$ cat src/rtl/wg_pkg.sv
// Shared types and sizing helpers for the Welch-Gong keystream generator.
package wg_pkg;

  typedef enum logic [1:0] {
    ST_IDLE = 2'd0,
    ST_INIT = 2'd1,
    ST_RUN  = 2'd2
  } wg_state_e;

  localparam int WG_M      = 5;
  localparam int WG_L      = 32;
  localparam int WG_W      = 8;
  localparam int WG_SEED_W = WG_M * WG_L;

  // Collector bit-counter width; never narrower than one bit.
  function automatic int wg_cnt_w(input int w);
    return (w > 1) ? $clog2(w) : 1;
  endfunction

endpackage

$ cat src/rtl/wg_gf_mult.sv
// Combinational multiply by the constant GAMMA in GF(2^M) with POLY reduction.
module wg_gf_mult #(
  parameter int             M     = 5,
  parameter logic [M-1:0]   POLY  = 5'b00101,
  parameter logic [M-1:0]   GAMMA = 5'b01100
) (
  input  logic [M-1:0] i_x,
  output logic [M-1:0] o_y
);

  // Shift-and-add: accumulate x*alpha^j for each set bit j of GAMMA.
  always_comb begin
    logic [M-1:0] w_a;
    w_a = i_x;
    o_y = '0;
    for (int j = 0; j < M; j++) begin
      if (GAMMA[j]) o_y = o_y ^ w_a;
      w_a = {w_a[M-2:0], 1'b0} ^ ({M{w_a[M-1]}} & POLY);
    end
  end

endmodule

$ cat src/rtl/wg_keystream_gen.sv
// Welch-Gong keystream generator: GF(2^M) LFSR, WG output filter, W-bit word packer.
module wg_keystream_gen
  import wg_pkg::*;
#(
  parameter int                M           = WG_M,
  parameter int                L           = WG_L,
  parameter logic [M-1:0]      POLY        = 5'b00101,
  parameter logic [M-1:0]      GAMMA       = 5'b01100,
  parameter logic [L-1:0]      TAP_MASK    = 32'h0000_0102,
  parameter logic [2**M-1:0]   WGT_LUT     = 32'hD3A6_8E15,
  parameter int                INIT_CYCLES = 64,
  parameter int                W           = WG_W
) (
  input  logic             clk,
  input  logic             rst_n,
  input  logic             load_i,
  input  logic [L*M-1:0]   seed_i,
  output logic [W-1:0]     ks_data_o,
  output logic             ks_valid_o,
  input  logic             ks_ready_i,
  output logic             busy_o,
  output logic             seed_zero_o
);

  localparam int            CW        = wg_cnt_w(W);
  localparam int            IW        = (INIT_CYCLES > 1) ? $clog2(INIT_CYCLES) : 1;
  localparam logic [IW-1:0] ICNT_LAST = IW'((INIT_CYCLES > 0) ? INIT_CYCLES - 1 : 0);
  localparam logic [CW-1:0] CNT_LAST  = CW'(W - 1);

  wg_state_e               r_state, w_state_nxt;
  logic [L-1:0][M-1:0]     r_s;
  logic [IW-1:0]           r_icnt;
  logic [CW-1:0]           r_cnt;
  logic [W-1:0]            r_col;
  logic [W-1:0]            r_data;
  logic                    r_valid, r_busy, r_seed_zero;
  logic [M-1:0]            w_g, w_f;
  logic                    w_z, w_step, w_inject, w_word_done;

  wg_gf_mult #(.M(M), .POLY(POLY), .GAMMA(GAMMA)) u_gmul (
    .i_x (r_s[0]),
    .o_y (w_g)
  );

  assign w_z = WGT_LUT[r_s[L-1]];

  // Linear feedback: gamma*s[0] plus every tapped stage.
  always_comb begin
    w_f = w_g;
    for (int i = 0; i < L; i++)
      if (TAP_MASK[i]) w_f = w_f ^ r_s[i];
  end

  // State and busy registers; busy mirrors the state it will be in.
  always_ff @(posedge clk or negedge rst_n) begin
    if (!rst_n) begin
      r_state <= ST_IDLE;
      r_busy  <= 1'b0;
    end else begin
      r_state <= w_state_nxt;
      r_busy  <= (w_state_nxt != ST_IDLE);
    end
  end

  // Next state: load wins everywhere; INIT ends after INIT_CYCLES steps.
  always_comb begin
    w_state_nxt = r_state;
    if (load_i)
      w_state_nxt = (INIT_CYCLES == 0) ? ST_RUN : ST_INIT;
    else if (r_state == ST_INIT && r_icnt == ICNT_LAST)
      w_state_nxt = ST_RUN;
  end

  // Step control: INIT always steps with z injected, RUN steps unless a word is stalled.
  always_comb begin
    w_step   = 1'b0;
    w_inject = 1'b0;
    unique case (r_state)
      ST_INIT: begin
        w_step   = 1'b1;
        w_inject = 1'b1;
      end
      ST_RUN:  w_step = !r_valid || ks_ready_i;
      default: ;
    endcase
  end

  assign w_word_done = w_step && !w_inject && (r_cnt == CNT_LAST);

  // LFSR, init counter, bit collector and output word register.
  always_ff @(posedge clk or negedge rst_n) begin
    if (!rst_n) begin
      r_s         <= '0;
      r_icnt      <= '0;
      r_cnt       <= '0;
      r_col       <= '0;
      r_data      <= '0;
      r_valid     <= 1'b0;
      r_seed_zero <= 1'b0;
    end else if (load_i) begin
      // Reload drops any partial or pending word.
      r_s         <= seed_i;
      r_icnt      <= '0;
      r_cnt       <= '0;
      r_col       <= '0;
      r_valid     <= 1'b0;
      r_seed_zero <= (seed_i == '0);
    end else begin
      if (w_step) begin
        r_s <= {w_f ^ {{(M-1){1'b0}}, w_inject & w_z}, r_s[L-1:1]};
        if (w_inject) begin
          r_icnt <= r_icnt + 1'b1;
        end else begin
          r_col[r_cnt] <= w_z;
          if (w_word_done) begin
            r_data <= {w_z, r_col[W-2:0]};
            r_cnt  <= '0;
          end else begin
            r_cnt  <= r_cnt + 1'b1;
          end
        end
      end
      // A completed word overrides the acceptance of the previous one.
      if (w_word_done)     r_valid <= 1'b1;
      else if (ks_ready_i) r_valid <= 1'b0;
    end
  end

  assign ks_data_o   = r_data;
  assign ks_valid_o  = r_valid;
  assign busy_o      = r_busy;
  assign seed_zero_o = r_seed_zero;

endmodule

$ cat config.mk
export PLATFORM = sky130hd
export DESIGN_NAME = wg_keystream_gen
export DESIGN_NICKNAME = d
export VERILOG_FILES = /design/src/rtl/wg_pkg.sv /design/src/rtl/wg_gf_mult.sv /design/src/rtl/wg_keystream_gen.sv
export SDC_FILE = /design/constraint.sdc
export NUM_CORES = 1
export LEC_CHECK = 0
export BUFFER_PORTS_ARGS = -buffer_cell sky130_fd_sc_hd__buf_2
export CAP_MARGIN = 10
export CORE_ASPECT_RATIO = 0.7
export CORE_MARGIN = 4
export CORE_UTILIZATION = 40
export CTS_CLUSTER_SIZE = 8
export DETAILED_ROUTE_END_ITERATION = 7
export PLACE_DENSITY = 0.72
export SLEW_MARGIN = 20
export SYNTH_ARGS = -nofsm -noshare
export SYNTH_HDL_FRONTEND = slang
export SYNTH_SLANG_ARGS = --single-unit
$ cat constraint.sdc
create_clock -name clk -period 2.73 [get_ports clk]
set_input_delay 0.4095 -clock clk [delete_from_list [all_inputs] [get_ports clk]]
set_output_delay 0.4095 -clock clk [all_outputs]
set_load 0.1 [all_outputs]
-- Yosys cells after proc, flatten, opt, wreduce, memory -nomap -nowiden
Memory sizes are Yosys's and may differ from the RTL's.
Cells that the tools add are included.
- word-level logic and storage cells: 99
- bits of input ports: 164
- register bits after elaboration: 190
- memory bits (read-only): 32
- memories: 1
- bitwise operators: 10
- mux-type cells: 23
- add/sub/neg operators: 2
- order comparisons: 3
- equal/unequal tests: 5
- reduce and logical (&&, ||, !) cells: 15
- memories (name ; words ; width ; rd ports ; clocked after Yosys merged registers in ; wr ports ; line ; text):
    (name not given) ; 32 ; 1 ; 1 ; 0 ; 0 ; wg_keystream_gen.sv:45 ; assign w_z = WGT_LUT[r_s[L-1]];
- operators with widths (operator ; count):
    160-bit two-way mux ; 2
    160-bit logical NOT ; 1
    8-bit two-way mux ; 3
    6-bit two-way mux ; 3
    5-bit by 3-bit XOR with 5-bit output ; 3
    5-bit XOR ; 3
    3-bit two-way mux ; 4
    8-bit bitwise mux ; 1
    6-bit by 1-bit adder with 6-bit output (second input constant) ; 1
    6-bit == test (second input constant) ; 1
    5-bit by 6-bit less-than comparator with 1-bit output (second input constant) ; 1
    1-bit two-way mux ; 6
    2-bit nonzero test ; 3
    5-bit by 1-bit XOR with 5-bit output ; 1
    1-bit logical AND ; 4
    3-bit by 4-bit less-than comparator with 1-bit output (second input constant) ; 1
    2-bit two-way mux ; 2
    2-bit AND reduction ; 2
    4-bit AND reduction ; 1
    3-bit by 1-bit adder with 3-bit output (second input constant) ; 1
    1-bit demux with 3-bit select ; 1
    3-bit == test (second input constant) ; 1
    3-bit by 1-bit >= comparator with 1-bit output (second input constant) ; 1
    3-bit nonzero test ; 1
    8 further kinds ; 10

-- Depth between registers and ports, before layout
Gate-level depths: netlist of run 1.
- word-level depth: 9
- depth in mapped cells: 9

-- By module
A second synthesis of run 1 with hierarchy kept.
- cells, all modules: 903
- area total of the unflattened synthesis: 9402.8 µm²
- modules (own cells, without submodules) (module ; times used ; seq. area each (µm²) ; area each (µm²) ; cells each):
    wg_keystream_gen ; 1 ; 4729.5 ; 9325.2 ; 895
    wg_gf_mult ; 1 ; 0.0 ; 77.6 ; 8

-- Least setup slack after synthesis of run 1
OpenSTA, ideal clock, no wires.
- kind: register to register
- start: reg r_valid (netlist: ks_valid_o)
- end: reg r_s[100] (netlist name)
- slack: 458 ps
- arrival: 2140 ps
- library setup time: 132 ps
- cell stages (with the launch flop): 9
- data required time: 2598 ps
- path through: dfrtp_1 -> nand2b_4 -> a21oi_4 -> or2_1 -> clkbuf_2 -> buf_6 -> buf_4 -> mux2i_1 -> o21ai_1
- longest elaborated chain between the ends: 4
- ends and longest elaborated chain (what ; line ; text):
    from (decl) ; wg_keystream_gen.sv:36 ; logic r_valid, r_busy, r_seed_zero;
    from (signal assigned) ; wg_keystream_gen.sv:98 ; r_valid <= 1'b0;
    from (signal assigned) ; wg_keystream_gen.sv:106 ; r_valid <= 1'b0;
    from (signal assigned) ; wg_keystream_gen.sv:124 ; if (w_word_done) r_valid <= 1'b1;
    1-bit logical NOT ; wg_keystream_gen.sv:83 ; ST_RUN: w_step = !r_valid || ks_ready_i;
    1-bit logical OR ; wg_keystream_gen.sv:83 ;
    1-bit one-hot mux with 2 select lines ; wg_keystream_gen.sv:78 ; unique case (r_state)
    2-bit nonzero test (no line) ; n/a ;
    to (signal assigned) ; wg_keystream_gen.sv:102 ; r_s <= seed_i;
    to (signal assigned) ; wg_keystream_gen.sv:110 ; r_s <= {w_f ^ {{(M-1){1'b0}}, w_inject & w_z}, r_s[L-1:1]};
    to (decl) ; wg_keystream_gen.sv:31 ; logic [L-1:0][M-1:0] r_s;
No other way between the ends.
A chain may end at the register's enable or synchronous reset.

-- Worst setup path in the final report of run 1
- start: reg r_state[0]
- end: reg r_data[4] (netlist: ks_data_o[4])
- longest elaborated chain between the ends: 6
- elaborated cells between the ends (all ways): 9
- ends and longest elaborated chain (what ; line ; text):
    from (decl) ; wg_keystream_gen.sv:30 ; wg_state_e r_state, w_state_nxt;
    from (signal assigned) ; wg_keystream_gen.sv:60 ; r_state <= w_state_nxt;
    2-bit by 1-bit == test with 1-bit output ; wg_keystream_gen.sv:78 ;
    1-bit two-way mux ; wg_keystream_gen.sv:78 ;
    1-bit logical NOT ; wg_keystream_gen.sv:88 ; assign w_word_done = w_step && !w_inject && (r_cnt == CNT_LAST);
    1-bit logical AND (2 in a row) ; wg_keystream_gen.sv:88 ;
    4-bit AND reduction (no line) (*) ; n/a ;
    to (signal assigned) ; wg_keystream_gen.sv:116 ; r_data <= {w_z, r_col[W-2:0]};
    to (decl) ; wg_keystream_gen.sv:35 ; logic [W-1:0] r_data;
Mark *: on every way between the ends. The rest lies on a longest branch, timed or not.

==> reports/metrics.csv, run 1 <==
stage,metric,value,unit
outcome,status,"complete, no violations",
global_route,grt_usage,0.199,
synthesis,ys_seq_elements,189,
floorplan,row_count,46,
sta,hold_viol,0,
synthesis,syn_nets,1075,
drt,firstDrtPassIters,4,
global_route,grt_pass1_wl,39.8,mm
synthesis,synthCells,902,
global_route,grt-ovfl-total,0,
clock_tree,root_buffer,clkbuf_16,
power,p_comb_frac,0.131,
flow_run,cap_violations,0,
worst_setup_path,crit_family,simple AND/OR/NAND/NOR gates,
clock_tree,clk_latency,0.44,ns
drt,viasPerCell,5.26,
worst_setup_path,path_max_fanout,10,
clock_tree,htree_levels,4,
sta,whs,0.189,ns
clock_tree,tritoncts,built,
clock_tree,postCtsSetupBuffers,0,
sta,rsz0062_at_grt,no,
synthesis,yosysTopAreaCellShare,0.507,
synthesis,synth_flop_cell,dfrtp_1,
sta,slew_headroom,0.451,
drt,avgRoutedWirePerCell,18.8,µm
worst_setup_path,cpPeakStageDelay,0.50,ns
synthesis,ys_seq_area_frac,0.507,
worst_setup_path,critPathLaunchType,flop,
synthesis,synthMostInstantiatedCell,dfrtp_1,
worst_setup_path,crit_type,flop to flop,
drt,wl,26.0,mm
drt,drtIter0Drc,558,
floorplan,die_w,191,µm
sta,clock_skew,0.0154,ns
floorplan,dieArea,25900,µm²
global_route,antenna_found_initial,3,
power,p_leak,0.00476,µW
synthesis,ys_warn_count,0,
synthesis,synth_top_area_cell,dfrtp_1,
sta,fin_crit,2.24,ns
global_route,grt_pass1_vias,7188,
drt,route.detailed.drc,0,
placed_design,io_buffers,174,
min_path,hold_path_class,primary input to flop,
sta,worst_slew_pin_slew,0.816,ns
power,ir_drop,0.454,mV
placed_design,gp_congestion,0.816,
synthesis,yosys-top-cells-count,"dfrtp_1, nand2_1, mux2i_1, o21ai_0, o21ai_1",
power,seq_power_share,0.489,
global_route,grt_start_max_net_pins,193,
power,pwr-share-clk,0.381,
floorplan,dieHeight,136,µm
final_layout,fillers,2159,
power,power.density,594,nW/µm²
clock_tree,clk_pin_slew,0.08,ns
synthesis,yosysUniqueCellTypes,44,
placed_design,dpl.hpwl,19.3,mm
sta,finalSetupTns,0,ns
sta,finalSetupViolCount,0,
drt,vias,7278,
worst_setup_path,cp.arrival,2.56,ns
sta,fin_crit_sh,0.821,
sta,final-max-slew-violation-count,0,
clock_tree,cts_sinks,189,
synthesis,syn_area,9340,µm²
synthesis,syn_avg_cell_area,10.4,µm²
floorplan,core,22800,µm²
synthesis,ys_async_sr_fraction,1.00,
worst_setup_path,cpMaxStageDelayCell,nand3b_1,
clock_tree,post_cts_resized,0,
clock_tree,ctsLongestPathBuffers,2,
worst_setup_path,crit_required,3.05,ns
synthesis,synth_edf_count,0,
final_layout,final_layout_size_suffix_gt1_frac,0.223,
worst_setup_path,end_kind,flop,
worst_setup_path,worst-path-buf-inv,1,
drt,ant_nets,0,
clock_tree,cts_buffers,17,
power,switching_power,1850,µW
floorplan,initial_core_util,0.410,
power,p_sw_frac,0.283,
worst_setup_path,worstPathCellList,"inv_1, ha_1, nor2_1, nand3_2, nand3b_1, mux2_2",
power,p_int,4710,µW
synthesis,synth_area_leaders,"dfrtp_1, mux2i_1, nand2_1, o21ai_0, nor4_1",
final_layout,nNetsFinal,1230,
final_layout,area_delta_synth_final,18.3,%
sta,max_freq,446,MHz
floorplan,ios,175,
==> logic make-up after synthesis <==
logic type               share of synthesized area
AND/OR/NAND/NOR                              0.131
flip-flops                                   0.507
AO/OA/AOI/OAI                                0.100
multiplexers                                 0.187
buffers and inverters                       0.0433
XOR/XNOR                                    0.0197
adder cells (fa/ha/maj)                     0.0121
==> sequential cells by signal, indices dropped and copies added, names as in the netlist <==
signal and flops:
r_s 160, ks_data_o 8, r_col 7, r_icnt 6, r_cnt 3, r_state 2, busy_o 1, ks_valid_o 1
seed_zero_o 1
==> path summary, 6_finish.rpt <==
kind / from / to / slack, ns / cells after the start
setup / recovery: r_state[0]$_DFF_PN0_ / ks_data_o[4]$_DFFE_PN0P_ / 0.49 / 6
hold reg to reg: seed_zero_o$_DFFE_PN0P_ / seed_zero_o$_DFFE_PN0P_ / 0.49 / 1
hold / removal: seed_i[59] / r_s[59]$_DFFE_PN0P_ / 0.19 / 3
max in group asynchronous: rst_n / r_s[27]$_DFFE_PN0P_ / 1.40 / 3
setup reg to reg: r_state[0]$_DFF_PN0_ / ks_data_o[4]$_DFFE_PN0P_ / 0.49 / 6
min in group asynchronous: rst_n / r_s[110]$_DFFE_PN0P_ / 0.51 / 2
==> area by class of cell <==
cell class / count / area (µm²) / share of cell area
clock inverters: 15 / 150 / 0.0136
repair buffers: 192 / 1110 / 0.101
well taps: 312 / 390 / 0.0354
multi-input cells: 650 / 4210 / 0.381
inverters: 7 / 26.3 / 0.00238
flip-flops and latches: 189 / 4730 / 0.428
clock buffers: 17 / 425 / 0.0385
diodes: 1 / 2.50 / 0.000227
==> worst reg2reg max path, stage by stage, from the launching register on <==
cell	delay, ns
dfrtp_1	0.36
inv_1	0.06
ha_1	0.40
nor2_1	0.19
nand3_2	0.20
nand3b_1	0.50
mux2_2	0.42
==> metrics by stage <==
stage	total power [µW]	instances	setup slack, ns	cell area (µm²)	utilization
6_report	6560	1383	0.488	11000	0.484
5_1_grt	6860	1383	0.334	11000	0.484
4_1_cts	6610	1382	0.502	11000	0.484
3_5_place_dp	4120	1349	0.515	10500	0.459
3_3_place_gp	4080	1349	0.602	10500	0.459
2_1_floorplan	3700	902	0.458	9340	-
==> per-layer routing <==
layer,global-route usage,vias up,share of wire
li1,-,3498,-
met1,0.294,3521,0.48
met2,0.293,220,0.43
met3,0.0483,35,0.070
met4,0.0594,4,0.020
met5,0,-,0.0012
==> power by group through the flow <==
stage | logic, µW | clock network (µW) | registers (µW)
after floorplan | 506 | 0 | 3190
after global placement | 834 | 0 | 3250
after detailed placement | 860 | 0 | 3260
after CTS | 866 | 2540 | 3200
after global routing | 974 | 2660 | 3230
final | 856 | 2500 | 3200
==> cells in the final DEF, fill, tap and decap left out, types with 2 or more instances in the layout <==
master,n
a21oi_1,7
buf_12,7
buf_2,172
buf_4,10
clkbuf_16,17
clkinv_2,2
clkinv_4,3
dfrtp_1,189
ha_1,9
inv_1,6
inv_6,7
inv_8,2
mux2_2,8
mux2i_1,159
mux4_1,2
nand2_1,167
nand2b_1,2
nand3_1,4
nand4_1,9
nor2_1,24
nor3_1,12
nor4_1,42
o21ai_0,118
o21ai_1,46
or3_1,2
xnor2_1,14
xor2_1,7
==> timing repair <==
item / in CTS / in global routing
hold buffers: 1 / 0
setup endpoints to repair: 0 / 0
hold endpoints to repair: 53 / 0
Note: power is estimated with default switching activity, not from simulation.
==> inputs of run 2 (changes only) <==
==> constraint.sdc (replaced) <==
create_clock -name clk -period 2.3 [get_ports clk]
set_input_delay 0.345 -clock clk [delete_from_list [all_inputs] [get_ports clk]]
set_output_delay 0.345 -clock clk [all_outputs]
set_load 0.1 [all_outputs]
==> reports/metrics.csv, run 2 (synthesized netlist as in run 1, its figures left out) <==
stage,metric,value,unit
clock_tree,post_cts_resized,0,
outcome,status,"complete, no violations",
min_path,hold-path-cell-count,3,
sta,rsz0062_at_grt,no,
drt,ant_nets,0,
drt,viasPerCell,5.34,
worst_setup_path,critPathLaunchType,flop,
clock_tree,clk_pin_slew,0.08,ns
clock_tree,clk_latency,0.43,ns
sta,fin_crit_sh,0.905,
sta,hold_viol,0,
placed_design,pre_cts_slack,0.0918,ns
worst_setup_path,crit_required,2.64,ns
sta,clock_skew,0.0138,ns
final_layout,nNetsFinal,1241,
min_path,hold_path_class,primary input to flop,
final_layout,area_delta_synth_final,19.6,%
placed_design,dpl.hpwl,19.6,mm
global_route,grt_usage,0.203,
min_path,min_from,seed_i[123],
global_route,grt_start_max_net_pins,133,
clock_tree,root_buffer,clkbuf_16,
worst_setup_path,end_kind,flop,
drt,firstDrtPassIters,5,
worst_setup_path,r2r_start,r_s[155]$_DFFE_PN0P_,
global_route,grt-ovfl-total,0,
power,ir_drop,0.481,mV
final_layout,fillers,2133,
floorplan,row_count,46,
placed_design,dpl_cell_area,10600,µm²
sta,finalSetupTns,0,ns
final_layout,top_register,r_s,
final_layout,final_layout_size_suffix_gt1_frac,0.229,
clock_tree,tritoncts,built,
global_route,antenna_found_initial,8,
worst_setup_path,r2r_end,r_s[155]$_DFFE_PN0P_,
worst_setup_path,reg2reg_slack,0.22,ns
floorplan,die_w,191,µm
clock_tree,cts_buffers,17,
floorplan,ios,175,
clock_tree,cts_sinks,189,
drt,avgRoutedWirePerCell,18.9,µm
sta,finalSetupViolCount,0,
sta,worst_slew_pin_slew,0.732,ns
final_layout,post-route-cell-area,11200,µm²
global_route,grt_pass1_vias,7328,
placed_design,dp.cells,1359,
power,p_leak,0.00481,µW
final_layout,layout_common_cells,"dfrtp_1, buf_2, nand2_1",
placed_design,gp_congestion,0.841,
placed_design,io_buffers,174,
final_layout,largest_register_ffs,160,
drt,wl,26.3,mm
worst_setup_path,path_max_fanout,10,
worst_setup_path,rr_worst_depth,6,
sta,fin_crit,2.08,ns
floorplan,core,22800,µm²
sta,slew_headroom,0.507,
sta,max_freq,481,MHz
worst_setup_path,crit_type,flop to flop,
sta,final-max-slew-violation-count,0,
drt,route.detailed.drc,0,
clock_tree,htree_levels,4,
sta,setup_ws,0.219,ns
final_layout,final_common_cell,dfrtp_1,
min_path,min_to,r_s[123]$_DFFE_PN0P_,
power,power.density,706,nW/µm²
floorplan,dieArea,25900,µm²
floorplan,initial_core_util,0.410,
drt,drtIter0Drc,545,
global_route,grt_pass1_wl,40.6,mm
worst_setup_path,cp.arrival,2.42,ns
power,power,7880,µW
drt,vias,7428,
worst_setup_path,crit_path_start,r_s[155]$_DFFE_PN0P_,
floorplan,dieHeight,136,µm
final_layout,instances_no_fill,1392,
flow_run,cap_violations,0,
clock_tree,ctsLongestPathBuffers,2,
-- run 2: repair_timing --
item,in CTS,in global routing
buffers inserted,0,1
hold buffers,1,0
setup endpoints to repair,0,8
endpoints found under the hold margin,36,0
-- run 2: how the worst max path moves through the flow --
stage                                to  cells after the start
2_1_floorplan      r_s[100]$_DFFE_PN0P_                      8
3_3_place_gp   ks_data_o[6]$_DFFE_PN0P_                      6
3_5_place_dp   ks_data_o[3]$_DFFE_PN0P_                      6
4_1_cts        ks_data_o[2]$_DFFE_PN0P_                      6
5_1_grt            r_col[0]$_DFFE_PN0P_                      7
6_report           r_s[155]$_DFFE_PN0P_                      6
-- run 2: per-stage QoR --
stage               hold WS [ns]  utilization
floorplan                 0.0494            -
CTS                        0.114        0.490
finish                     0.134        0.490
global route               0.119        0.490
global placement           0.294        0.463
detailed placement         0.300        0.463
-- run 2: layout make-up --
| cell class | instances | area, µm² | area share |
|---|---|---|---|
| clock inverter | 12 | 165 | 0.0148 |
| inverter | 7 | 26.3 | 0.00235 |
| multi-input combinational | 650 | 4210 | 0.377 |
| timing repair buffer | 203 | 1220 | 0.109 |
| tap | 312 | 390 | 0.0350 |
| sequential | 189 | 4730 | 0.424 |
| antenna | 1 | 2.50 | 0.000224 |
| clock buffer | 18 | 429 | 0.0384 |
-- run 2: power breakdown --
group | leakage, µW | switching (µW) | internal (µW)
clock network | 0.000279 | 1320 | 1720
logic | 0.00220 | 570 | 462
registers | 0.00234 | 206 | 3600
total | 0.00481 | 2100 | 5780
-- run 2: metal layers --
layer / GRT usage / routed length (µm)
met1: 0.292 / 12200
met2: 0.308 / 11700
met3: 0.0611 / 2070
met4: 0.0423 / 289
met5: 0 / 95
-- run 2: critical path: stages, from the launching register on --
cell	delay, ns
dfrtp_1	0.41
inv_1	0.15
ha_1	0.25
mux4_1	0.47
mux2_4	0.35
and3_4	0.20
o31ai_2	0.16
==> inputs of run 3 (changes only) <==
--- a/config.mk
+++ b/config.mk
@@ -7,12 +7,14 @@
 export LEC_CHECK = 0
 export BUFFER_PORTS_ARGS = -buffer_cell sky130_fd_sc_hd__buf_2
 export CAP_MARGIN = 10
+export CELL_PAD_IN_SITES_DETAIL_PLACEMENT = 1
+export CELL_PAD_IN_SITES_GLOBAL_PLACEMENT = 2
 export CORE_ASPECT_RATIO = 0.7
 export CORE_MARGIN = 4
-export CORE_UTILIZATION = 40
+export CORE_UTILIZATION = 35
 export CTS_CLUSTER_SIZE = 8
 export DETAILED_ROUTE_END_ITERATION = 7
-export PLACE_DENSITY = 0.72
+export PLACE_DENSITY = 0.9
 export SLEW_MARGIN = 20
 export SYNTH_ARGS = -nofsm -noshare
 export SYNTH_HDL_FRONTEND = slang
==> constraint.sdc (replaced) <==
create_clock -name clk -period 2 [get_ports clk]
set_input_delay 0.3 -clock clk [delete_from_list [all_inputs] [get_ports clk]]
set_output_delay 0.3 -clock clk [all_outputs]
set_load 0.1 [all_outputs]
==> reports/metrics.csv, run 3 (synthesized netlist as in run 1, its figures left out) <==
stage,metric,value,unit
global_route,grt-ovfl-total,0,
worst_setup_path,cpPeakStageDelay,0.51,ns
worst_setup_path,worstPathCellList,"inv_2, ha_4, mux4_2, mux2_4, and3_4, o31ai_4",
clock_tree,cts_sinks,189,
floorplan,initial_core_util,0.359,
worst_setup_path,critPathLaunchType,flop,
worst_setup_path,r2r_end,r_s[155]$_DFFE_PN0P_,
min_path,min_to,r_s[132]$_DFFE_PN0P_,
worst_setup_path,cp.arrival,2.37,ns
final_layout,fillers,2994,
clock_tree,ctsLongestPathBuffers,2,
power,power.density,789,nW/µm²
drt,drtIter0Drc,335,
placed_design,gp_congestion,0.842,
flow_run,cap_violations,0,
worst_setup_path,worst-path-buf-inv,1,
final_layout,utilization,0.441,
sta,final-max-slew-violation-count,0,
sta,hold_viol,0,
drt,viasPerCell,5.10,
clock_tree,root_buffer,clkbuf_16,
placed_design,dpl.hpwl,22.5,mm
floorplan,die_w,203,µm
power,power,9060,µW
floorplan,dieArea,29400,µm²
sta,slew_headroom,0.575,
final_layout,final_layout_size_suffix_gt1_frac,0.255,
min_path,min_from,seed_i[132],
floorplan,ios,175,
placed_design,pre_cts_slack,-0.150,ns
drt,avgRoutedWirePerCell,20.1,µm
placed_design,io_buffers,174,
floorplan,dieHeight,145,µm
drt,ant_nets,0,
global_route,grt_start_max_net_pins,104,
min_path,hold_path_class,primary input to flop,
clock_tree,clk_pin_slew,0.08,ns
global_route,grt_usage,0.203,
worst_setup_path,crit_type,flop to flop,
sta,max_freq,494,MHz
drt,wl,29.5,mm
sta,finalSetupTns,-0.0251,ns
final_layout,final_common_cell,dfrtp_1,
sta,fin_crit,2.03,ns
clock_tree,tritoncts,built,
drt,firstDrtPassIters,5,
floorplan,core,26000,µm²
sta,rsz0062_at_grt,yes,
worst_setup_path,end_kind,flop,
min_path,hold-path-cell-count,3,
worst_setup_path,rr_worst_depth,6,
worst_setup_path,cp.depth,6,
worst_setup_path,path_max_fanout,5,
sta,worst_slew_pin_slew,0.632,ns
clock_tree,clk_latency,0.44,ns
power,ir_drop,0.447,mV
global_route,grt_pass1_wl,46.0,mm
drt,vias,7480,
final_layout,area_delta_synth_final,22.9,%
final_layout,largest_register_ffs,160,
power,p_leak,0.00493,µW
worst_setup_path,reg2reg_slack,-0.03,ns
worst_setup_path,cpMaxStageDelayCell,mux4_2,
global_route,antenna_found_initial,7,
worst_setup_path,r2r_start,r_s[156]$_DFFE_PN0P_,
outcome,status,"finished, violations left",
sta,fin_crit_sh,1.01,
clock_tree,htree_levels,4,
sta,setup_ws,-0.0251,ns
sta,clock_skew,0.0123,ns
final_layout,nNetsFinal,1268,
worst_setup_path,crit_family,multiplexers,
sta,finalSetupViolCount,1,
floorplan,row_count,49,
outcome,violations,setup timing,
drt,route.detailed.drc,0,
final_layout,layout_common_cells,"dfrtp_1, buf_2, nand2_1",
global_route,grt_pass1_vias,8072,
clock_tree,cts_buffers,17,
worst_setup_path,crit_required,2.35,ns
final_layout,top_register,r_s,
## run 3: where the power goes
group          switching [µW]  leakage (µW)  internal, µW
logic                     760       0.00233           609
clock network            1570      0.000261          1730
registers                 241       0.00234          4140
## run 3: final cells by class
| cell class | count | area [µm²] | share of cell area |
|---|---|---|---|
| flip-flops and latches | 189 | 4730 | 0.412 |
| multi-input cells | 651 | 4240 | 0.369 |
| repair buffers | 229 | 1480 | 0.129 |
| well taps | 357 | 447 | 0.0389 |
| clock buffers | 20 | 437 | 0.0381 |
| clock inverters | 12 | 115 | 0.0100 |
| inverters | 7 | 26.3 | 0.00229 |
| diodes | 1 | 2.50 | 0.000218 |
## run 3: layer usage
metal	track usage	wire length, µm
met1	0.294	14200
met5	0	82
met2	0.313	13200
met4	0.0415	326
met3	0.0530	1690
## run 3: how the worst max path moves through the flow
stage                           start                   end  slack (ns)
3_5_place_dp     r_s[156]$_DFFE_PN0P_  r_s[155]$_DFFE_PN0P_       -0.15
5_1_grt          r_s[156]$_DFFE_PN0P_  r_s[155]$_DFFE_PN0P_       -0.07
2_1_floorplan  ks_valid_o$_DFFE_PN0P_  r_s[100]$_DFFE_PN0P_        0.02
6_report         r_s[156]$_DFFE_PN0P_  r_s[155]$_DFFE_PN0P_       -0.03
3_3_place_gp     r_s[156]$_DFFE_PN0P_  r_s[155]$_DFFE_PN0P_      0.0005
4_1_cts          r_s[155]$_DFFE_PN0P_  r_s[155]$_DFFE_PN0P_       -0.02
## run 3: timing repair
action,in CTS,in global routing
cloned,1,0
endpoints found under the hold margin,23,0
hold buffers,1,0
endpoints found under the setup margin,9,57
resized for setup,5,4
setup buffers,3,1
## run 3: through the flow
step	hold slack, ns	area [µm²]	cells
after floorplan	0.00441	9340	902
after global placement	0.185	10800	1427
after detailed placement	0.187	10800	1427
after CTS	0.0680	11400	1464
after global routing	0.0802	11500	1466
final	0.0837	11500	1466
## run 3: worst reg2reg max path, delay by kind of cell (launching register included)
kind | cells | cell delay, ns
AO/OA/AOI/OAI | 1 | 0.16
adder cells (fa/ha/maj) | 1 | 0.21
buffers and inverters | 1 | 0.12
flip-flops | 1 | 0.39
multiplexers | 2 | 0.85
AND/OR/NAND/NOR | 1 | 0.20
